**src/rtl/uart_rx_fifo.sv**
```systemverilog
`default_nettype none
// ============================================================================
//  Module   : uart_rx_fifo
//  Purpose  : Parametrised UART receiver (5..9 data bits, none/odd/even
//             parity, 1 or 2 stop bits) with a double-flop synchroniser,
//             mid-bit sampling, false-start rejection, break handling and a
//             small FIFO of {data, frame_err, parity_err} behind valid/ready.
//  Revision : 1.0  initial release
// ============================================================================
module uart_rx_fifo #(
  parameter int CLK_FREQ   = 100_000_000,
  parameter int BAUD_RATE  = 115200,
  parameter int DATA_BITS  = 8,
  parameter int PARITY     = 0,
  parameter int STOP_BITS  = 1,
  parameter int FIFO_DEPTH = 4
) (
  input  logic                 clk,
  input  logic                 rst,
  input  logic                 rx,
  input  logic                 m_ready,
  output logic                 m_valid,
  output logic [DATA_BITS-1:0] m_data,
  output logic                 m_frame_err,
  output logic                 m_parity_err,
  output logic                 overrun,
  output logic                 busy
);

  // --------------------------------------------------------------------------
  // Derived constants
  // --------------------------------------------------------------------------
  localparam int c_BIT_PERIOD = CLK_FREQ / BAUD_RATE;
  localparam int c_HALF       = c_BIT_PERIOD / 2;
  localparam int c_CNT_W      = $clog2(c_BIT_PERIOD);
  localparam int c_IDX_W      = $clog2(DATA_BITS);
  localparam int c_PTR_W      = $clog2(FIFO_DEPTH);
  localparam int c_OCC_W      = c_PTR_W + 1;

  localparam logic [c_CNT_W-1:0] c_BIT_LAST  = c_CNT_W'(c_BIT_PERIOD - 1);
  localparam logic [c_CNT_W-1:0] c_HALF_LAST = c_CNT_W'(c_HALF - 1);
  localparam logic [c_IDX_W-1:0] c_IDX_LAST  = c_IDX_W'(DATA_BITS - 1);
  localparam logic               c_STOP_LAST = 1'(STOP_BITS - 1);
  localparam logic [c_OCC_W-1:0] c_OCC_FULL  = c_OCC_W'(FIFO_DEPTH);

  localparam logic [2:0] c_ST_IDLE   = 3'd0;
  localparam logic [2:0] c_ST_START  = 3'd1;
  localparam logic [2:0] c_ST_DATA   = 3'd2;
  localparam logic [2:0] c_ST_PARITY = 3'd3;
  localparam logic [2:0] c_ST_STOP   = 3'd4;
  localparam logic [2:0] c_ST_BREAK  = 3'd5;

  // --------------------------------------------------------------------------
  // Declarations
  // --------------------------------------------------------------------------
  logic                 r_rx_meta;
  logic                 r_rx_s;

  logic [2:0]           r_state;
  logic [2:0]           w_state_next;

  logic [c_CNT_W-1:0]   r_cnt;
  logic [c_IDX_W-1:0]   r_bit_idx;
  logic                 r_stop_idx;
  logic [DATA_BITS-1:0] r_data;
  logic                 r_frame_err;
  logic                 r_parity_err;

  logic                 w_bit_tick;
  logic                 w_half_tick;
  logic                 w_sample;
  logic                 w_push;
  logic                 w_push_fe;
  logic                 w_par_err;

  logic [DATA_BITS-1:0] r_mem_data [0:FIFO_DEPTH-1];
  logic                 r_mem_fe   [0:FIFO_DEPTH-1];
  logic                 r_mem_pe   [0:FIFO_DEPTH-1];
  logic [c_PTR_W-1:0]   r_wr_ptr;
  logic [c_PTR_W-1:0]   r_rd_ptr;
  logic [c_OCC_W-1:0]   r_occ;
  logic                 r_overrun;
  logic                 w_full;
  logic                 w_pop;
  logic                 w_wr_en;

  // --------------------------------------------------------------------------
  // Receiver
  // --------------------------------------------------------------------------

  // Two-flop synchroniser; resets to the idle-high line level.
  always_ff @(posedge clk) begin
    if (rst) begin
      r_rx_meta <= 1'b1;
      r_rx_s    <= 1'b1;
    end else begin
      r_rx_meta <= rx;
      r_rx_s    <= r_rx_meta;
    end
  end

  assign w_bit_tick  = (r_cnt == c_BIT_LAST);
  assign w_half_tick = (r_cnt == c_HALF_LAST);

  // Parity check on the sampled parity bit against the assembled data word.
  if (PARITY == 0) begin : g_par_none
    assign w_par_err = 1'b0;
  end else if (PARITY == 1) begin : g_par_odd
    assign w_par_err = ~(^{r_data, r_rx_s});
  end else begin : g_par_even
    assign w_par_err = ^{r_data, r_rx_s};
  end

  // FSM state register.
  always_ff @(posedge clk) begin
    if (rst) begin
      r_state <= c_ST_IDLE;
    end else begin
      r_state <= w_state_next;
    end
  end

  // FSM next-state logic.
  always_comb begin
    w_state_next = r_state;
    case (r_state)
      c_ST_IDLE: begin
        if (!r_rx_s) w_state_next = c_ST_START;
      end
      c_ST_START: begin
        if (w_half_tick) w_state_next = r_rx_s ? c_ST_IDLE : c_ST_DATA;
      end
      c_ST_DATA: begin
        if (w_bit_tick && (r_bit_idx == c_IDX_LAST)) begin
          w_state_next = (PARITY != 0) ? c_ST_PARITY : c_ST_STOP;
        end
      end
      c_ST_PARITY: begin
        if (w_bit_tick) w_state_next = c_ST_STOP;
      end
      c_ST_STOP: begin
        // A low final stop bit means the line may be held in break.
        if (w_bit_tick && (r_stop_idx == c_STOP_LAST)) begin
          w_state_next = r_rx_s ? c_ST_IDLE : c_ST_BREAK;
        end
      end
      c_ST_BREAK: begin
        if (r_rx_s) w_state_next = c_ST_IDLE;
      end
      default: w_state_next = c_ST_IDLE;
    endcase
  end

  // FSM outputs: busy flag, mid-bit sample strobe and the frame push request.
  always_comb begin
    busy     = (r_state != c_ST_IDLE);
    w_sample = 1'b0;
    w_push   = 1'b0;
    case (r_state)
      c_ST_START:             w_sample = w_half_tick;
      c_ST_DATA, c_ST_PARITY: w_sample = w_bit_tick;
      c_ST_STOP: begin
        w_sample = w_bit_tick;
        w_push   = w_bit_tick && (r_stop_idx == c_STOP_LAST);
      end
      default: ;
    endcase
  end

  // The final stop sample is folded straight into the pushed frame error.
  assign w_push_fe = r_frame_err | ~r_rx_s;

  // Bit timer, bit indices and the assembled frame contents.
  always_ff @(posedge clk) begin
    if (rst) begin
      r_cnt        <= '0;
      r_bit_idx    <= '0;
      r_stop_idx   <= 1'b0;
      r_data       <= '0;
      r_frame_err  <= 1'b0;
      r_parity_err <= 1'b0;
    end else begin
      if (w_sample || (w_state_next != r_state) ||
          (r_state == c_ST_IDLE) || (r_state == c_ST_BREAK)) begin
        r_cnt <= '0;
      end else begin
        r_cnt <= r_cnt + c_CNT_W'(1);
      end

      case (r_state)
        c_ST_IDLE: begin
          if (w_state_next == c_ST_START) begin
            r_bit_idx    <= '0;
            r_stop_idx   <= 1'b0;
            r_data       <= '0;
            r_frame_err  <= 1'b0;
            r_parity_err <= 1'b0;
          end
        end
        c_ST_DATA: begin
          if (w_sample) begin
            r_data[r_bit_idx] <= r_rx_s;
            r_bit_idx         <= r_bit_idx + c_IDX_W'(1);
          end
        end
        c_ST_PARITY: begin
          if (w_sample) r_parity_err <= w_par_err;
        end
        c_ST_STOP: begin
          if (w_sample) begin
            if (!r_rx_s) r_frame_err <= 1'b1;
            r_stop_idx <= r_stop_idx + 1'b1;
          end
        end
        default: ;
      endcase
    end
  end

  // --------------------------------------------------------------------------
  // Output FIFO
  // --------------------------------------------------------------------------
  assign m_valid = (r_occ != '0);
  assign w_full  = (r_occ == c_OCC_FULL);
  assign w_pop   = m_valid && m_ready;
  // A full FIFO still takes the frame when the head leaves in the same cycle.
  assign w_wr_en = w_push && (!w_full || w_pop);

  // Entry storage; contents are only visible while the entry is valid.
  always_ff @(posedge clk) begin
    if (w_wr_en) begin
      r_mem_data[r_wr_ptr] <= r_data;
      r_mem_fe[r_wr_ptr]   <= w_push_fe;
      r_mem_pe[r_wr_ptr]   <= r_parity_err;
    end
  end

  // Pointers, occupancy and the dropped-frame pulse.
  always_ff @(posedge clk) begin
    if (rst) begin
      r_wr_ptr  <= '0;
      r_rd_ptr  <= '0;
      r_occ     <= '0;
      r_overrun <= 1'b0;
    end else begin
      if (w_wr_en) r_wr_ptr <= r_wr_ptr + c_PTR_W'(1);
      if (w_pop)   r_rd_ptr <= r_rd_ptr + c_PTR_W'(1);
      case ({w_wr_en, w_pop})
        2'b10:   r_occ <= r_occ + c_OCC_W'(1);
        2'b01:   r_occ <= r_occ - c_OCC_W'(1);
        default: r_occ <= r_occ;
      endcase
      r_overrun <= w_push && !w_wr_en;
    end
  end

  assign overrun      = r_overrun;
  assign m_data       = m_valid ? r_mem_data[r_rd_ptr] : '0;
  assign m_frame_err  = m_valid ? r_mem_fe[r_rd_ptr]   : 1'b0;
  assign m_parity_err = m_valid ? r_mem_pe[r_rd_ptr]   : 1'b0;

endmodule
`default_nettype wire

```
**config.mk**
```make
export PLATFORM = sky130hd
export DESIGN_NAME = uart_rx_fifo
export DESIGN_NICKNAME = d
export VERILOG_FILES = /design/src/rtl/uart_rx_fifo.sv
export SDC_FILE = /design/constraint.sdc
export NUM_CORES = 1
export LEC_CHECK = 0
export ABC_AREA = 1
export CORE_ASPECT_RATIO = 1.1
export CORE_MARGIN = 1.5
export CORE_UTILIZATION = 30
export DETAILED_ROUTE_END_ITERATION = 8
export PLACE_DENSITY_LB_ADDON = 0.05
export SETUP_SLACK_MARGIN = 0.05
export SYNTH_ARGS = -nofsm -noshare
export SYNTH_HDL_FRONTEND = slang
export SYNTH_SLANG_ARGS = --single-unit
```
**constraint.sdc**
```tcl
create_clock -name clk -period 2.7 [get_ports clk]
set_input_delay 0.405 -clock clk [delete_from_list [all_inputs] [get_ports clk]]
set_output_delay 0.405 -clock clk [all_outputs]
set_load 0.005 [all_outputs]
```
======== Yosys cells after proc, flatten, opt, wreduce, memory -nomap -nowiden ========
Memory sizes are Yosys's and may differ from the RTL's. A register that Yosys moved wholly into a read port is not among the register bits.
Index checks and enable logic that the tools add are counted.
word-level totals
  register bits after elaboration ......... 37
  bits in writable memories ............... 40
  bits of input ports ..................... 4
  output and inout bits ................... 13
  word-level logic and storage cells ...... 111
  memories ................................ 3
memories
  name        depth  width  rd ports  clocked after memory_dff  wr ports  line  source
  r_mem_data  4      8      1         1                         1         76    logic [DATA_BITS-1:0] r_mem_data [0:FIFO_DEPTH-1];
  r_mem_fe    4      1      1         1                         1         77    logic r_mem_fe [0:FIFO_DEPTH-1];
  r_mem_pe    4      1      1         1                         1         78    logic r_mem_pe [0:FIFO_DEPTH-1];
cells by class
  $add $sub $neg .......................... 7
  magnitude comparators ................... 2
  eq/ne operators ......................... 18
  muxes and demuxes ....................... 40
  bitwise logic cells ..................... 3
  reductions and logical operators ........ 25
operators with widths
  kind                   count
  $mux 3                 9
  $mux 8                 3
  $pmux 3 s6             1
  $pmux 8 s2             1
  $mux 2                 7
  $eq 3x3->1 const B     4
  $pmux 3 s2             2
  $mux 1                 11
  $add 10x1->10 const B  1
  $eq 10x10->1 const B   1
  $eq 10x9->1 const B    1
  $reduce_and 3->1       3
  $bwmux 8               1
  $ne 2x2->1 const B     4
  $pmux 1 s2             4
  $reduce_bool 2->1      4
  $add 3x1->3 const B    2
  $eq 3x1->1 const B     2
  $eq 3x2->1 const B     2
  $logic_and 1x1->1      6
  $reduce_bool 3->1      2
  $add 2x1->2 const B    2
  $logic_or 1x1->1       4
  $lt 3x4->1 const B     1
  15 further kinds       17

======== Longest topological paths before layout ========
  depth after elaboration ................. 9
  mapped depth ............................ 14

======== Least setup slack after synthesis ========
OpenSTA, ideal clock, no wires.
  path kind ............................... reg-to-reg
  start ................................... register r_cnt[0]
  end ..................................... memory r_mem_data[0][0], enable pin
  setup time .............................. 374 ps
  arrival time ............................ 1672 ps
  required time ........................... 2326 ps
  path slack .............................. 653 ps
  cell stages (with the launch flop) ...... 8
  buffers on the path ..................... 0
  period minus slack after synthesis ...... 2047 ps
  cells stage by stage .................... dfxtp_1 ha_1 inv_1 nor2_1 nand2_1 nor3_2 nand3_1 nor2_1
between the ends
  word-level cells in the longest chain between the ends .. 6
RTL lines
  what                          line  source
  start: declaration            62    logic [c_CNT_W-1:0] r_cnt;
  start signal: assignment      187   r_cnt <= r_cnt + c_CNT_W'(1);
  $eq 10x10->1                  102   assign w_bit_tick = (r_cnt == c_BIT_LAST);
  $logic_and 1x1->1             164   w_push = w_bit_tick && (r_stop_idx == c_STOP_LAST);
  $mux 1                        159   case (r_state)
  $logic_and 1x1->1             227   assign w_wr_en = w_push && (!w_full || w_pop);
  $mux 1                        231   if (w_wr_en) begin
  $mux 1 (implied by the code)  232   r_mem_data[r_wr_ptr] <= r_data;
  end: declaration              76
No other way between the ends.

==> results.yml <==
critical_path:
  crit_fanout: 10
  crit_chain: "clkinv_2 > nor2_1 > o21ai_0 > a21oi_1 > clkdlybuf4s50_1"
  required_ns: 2.30
  cp-start-kind: "flip-flop"
  endpoint: "m_data[1]"
  r2r_slack_ns: 0.59
  cpPeakStageDelay_ns: 0.52
  reg2regPathDepth: 8
  r2r_end: "r_mem_data[3][4]"
  end_kind: "primary output"
  worstReg2RegStart: "r_cnt[0]"
  crit_type: "reg2out"
  worst_ep_arrival_time_ns: 2.02
  critPathSlowestCell: "dfxtp_1"
sta:
  worst_pin_slew_ns: 0.5822
  setup_viol: 0
  tns_ns: 0
  hold_slack_ns: 0.4106
  timing.final.ws_setup_ns: 0.2743
  fin_worst_skew_ns: 0.003480
  slew_viol_final: 0
  maxSlewHeadroom: 0.6104
  layout_min_cycle_time_ns: 2.426
  fin_crit_sh: 0.8984
  rsz0062_at_grt: "no"
  clock.fmax_ghz: 0.4122
  finalHoldViolCount: 0
cts:
  ctsRootBufferMaster: "clkbuf_16"
  clock_path_buffers: 2
  cts_sinks: 74
  htreeDepth: 3
  clk_latency_ns: 0.33
  cts_buffers: 9
  cts_hold_buf: 0
  cts_tree: "yes"
  cts.clk_slew.worst_paths_ns: 0.06
yosys:
  yosys.area.top_type: "edfxtp_1"
  yosysTopAreaCellShare: 0.3181
  synth_seq_cells: 74
  synthDistinctLibCells: 30
  synth_nets: 403
  avgSynthCellArea_um2: 8.713
  synth_area_leaders: "edfxtp_1 32%, dfxtp_1 22%, nor2_1 8.9%"
  yosysSeqAreaShare: 0.5420
  synth.cell_area_mm2: 0.003398
  ys_warn_count: 0
  synth_cells: 390
routing:
  wl_per_cell_um: 12.60
  routed_wl_um: 7143
  antenna_left: 0
  viasPerCell: 4.455
  drtIter0Drc: 137
  drc: 0
  via_count: 2526
  drtPass1Iterations: 4
cells_and_area:
  layout.nets: 428
  drive_gt1_frac: 0.09762
  antenna_cells: 0
  stdcell_count: 567
  final_common_cell: "nor2_1"
  area_growth_pct: 18.11
  mostFrequentLayoutCells: "81 x nor2_1, 42 x inv_1, 41 x nand2_1"
floorplan:
  pin_count: 17
  coreArea_mm2: 0.01096
  fp.dieW_um: 104.5
  die_h_um: 114.6
  rows: 40
  initial_core_util: 0.3100
  die_area_mm2: 0.01198
power_and_ir_drop:
  max-vdd-ir-drop_mv: 0.2789
  p_leak_nw: 1.503
  p_per_area_mw_per_mm2: 568.6
  finalPower_mw: 2.282
placed_design:
  portBuffers: 15
  dpl.cell_count: 551
  gp_congestion: 0.7402
  place_hpwl_um: 5025
  dp_slack_ns: 0.3660
grt:
  grt_max_degree: 19
  grt-ovfl-total: 0
  antenna_found_initial: 0
  globalRouteTotalUtil: 0.1304
  grt_pass1_vias: 2351
  grt_pass1_wl_um: 11920
run_status:
  status: "completed"
flow_run:
  cap_violations: 0
hold_path:
  min_path_type: "reg2reg"
-- power breakdown --
| group | internal [mW] | total [mW] | switching, mW |
|---|---|---|---|
| Sequential | 1.17 | 1.18 | 0.00719 |
| Combinational | 0.0195 | 0.0521 | 0.0326 |
| Clock | 0.613 | 1.05 | 0.438 |
-- what timing repair did --
item | CTS | global route
hold endpoints to repair | 0 | 0
endpoints found under the setup margin | 1 | 0
setup buffers | 0 | 0
resized for setup | 1 | 0
-- sequential cells by signal, summed over array words and instances, names as in the netlist, named ones only --
signal / count
r_bit_idx: 3
r_wr_ptr: 2
r_cnt: 10
r_rx_s: 1
r_data: 8
r_stop_idx: 1
r_rd_ptr: 2
r_state: 3
r_mem_fe: 4
r_frame_err: 1
overrun: 1
r_occ: 3
r_rx_meta: 1
r_mem_data: 32
-- worst max-delay path: cells and delay by family, from the launching register on --
kind,cells,cell delay [ns]
flip-flops,1,0.52
AND/OR/NAND/NOR,1,0.14
AO/OA/AOI/OAI,2,0.23
buffers and inverters,2,0.79
-- cells by family after synthesis --
| logic type | share of synthesized area |
|---|---|
| xor gates and xnor gates | 0.02062 |
| DFF | 0.5420 |
| other | 0.001104 |
| AOI/OAI and AO/OA | 0.09536 |
| adders and majority gates | 0.03535 |
| and+or+nand+nor | 0.2401 |
| buffers and inverters | 0.06553 |
-- worst min-delay path by stage --
stage,from,slack (ns),endpoint,cells after the start
after floorplan,r_rx_meta,0.39,r_rx_s,1
after global placement,r_rx_meta,0.39,r_rx_s,1
after detailed placement,r_rx_meta,0.40,r_rx_s,1
after CTS,r_rx_meta,0.42,r_rx_s,1
after global routing,r_rx_meta,0.43,r_rx_s,1
final,r_rx_meta,0.41,r_rx_s,1
-- cells in the mapped netlist --
library cell	count
nor3_1	9
o21ai_0	34
a21oi_1	29
clkinv_1	1
xor2_1	6
nand2_1	41
ha_1	8
nand3_2	3
conb_1	1
buf_4	2
xnor2_1	2
edfxtp_1	36
inv_2	1
or2_2	2
buf_2	1
nand2_2	1
dfxtp_1	38
nor2_1	81
inv_1	42
nand4_1	8
o21ai_2	1
clkbuf_1	7
nand3_1	24
buf_6	1
nand3b_1	2
nor3_2	1
nand4_4	1
nor2_2	4
fa_1	1
nor2_4	2
-- per-layer routing --
metal  GRT usage  vias to the layer above  share of wire  routed length (um)
li1            -                     1340              -                   -
met2      0.2092                       30           0.47                3390
met3     0.03415                        9          0.027                 193
met5           0                        -              0                   0
met1      0.1622                     1147           0.48                3436
met4     0.06667                        0          0.017                 123
-- through the flow --
stage / cell area [um2] / util
global route: 4014 / 0.3662
detailed placement: 3750 / 0.3421
floorplan: 3398 / -
global placement: 3750 / 0.3421
CTS: 4014 / 0.3662
finish: 4014 / 0.3662
-- area by class of cell --
type / count / area, um2
clock buffers: 10 / 229.0
well taps: 147 / 183.9
clock inverters: 6 / 33.78
flip-flops and latches: 74 / 1842
fillers: 1130 / 6947
inverters: 44 / 166.4
multi-input cells: 261 / 1334
repair buffers: 25 / 225.2
Note: power is estimated with default switching activity, not from simulation.
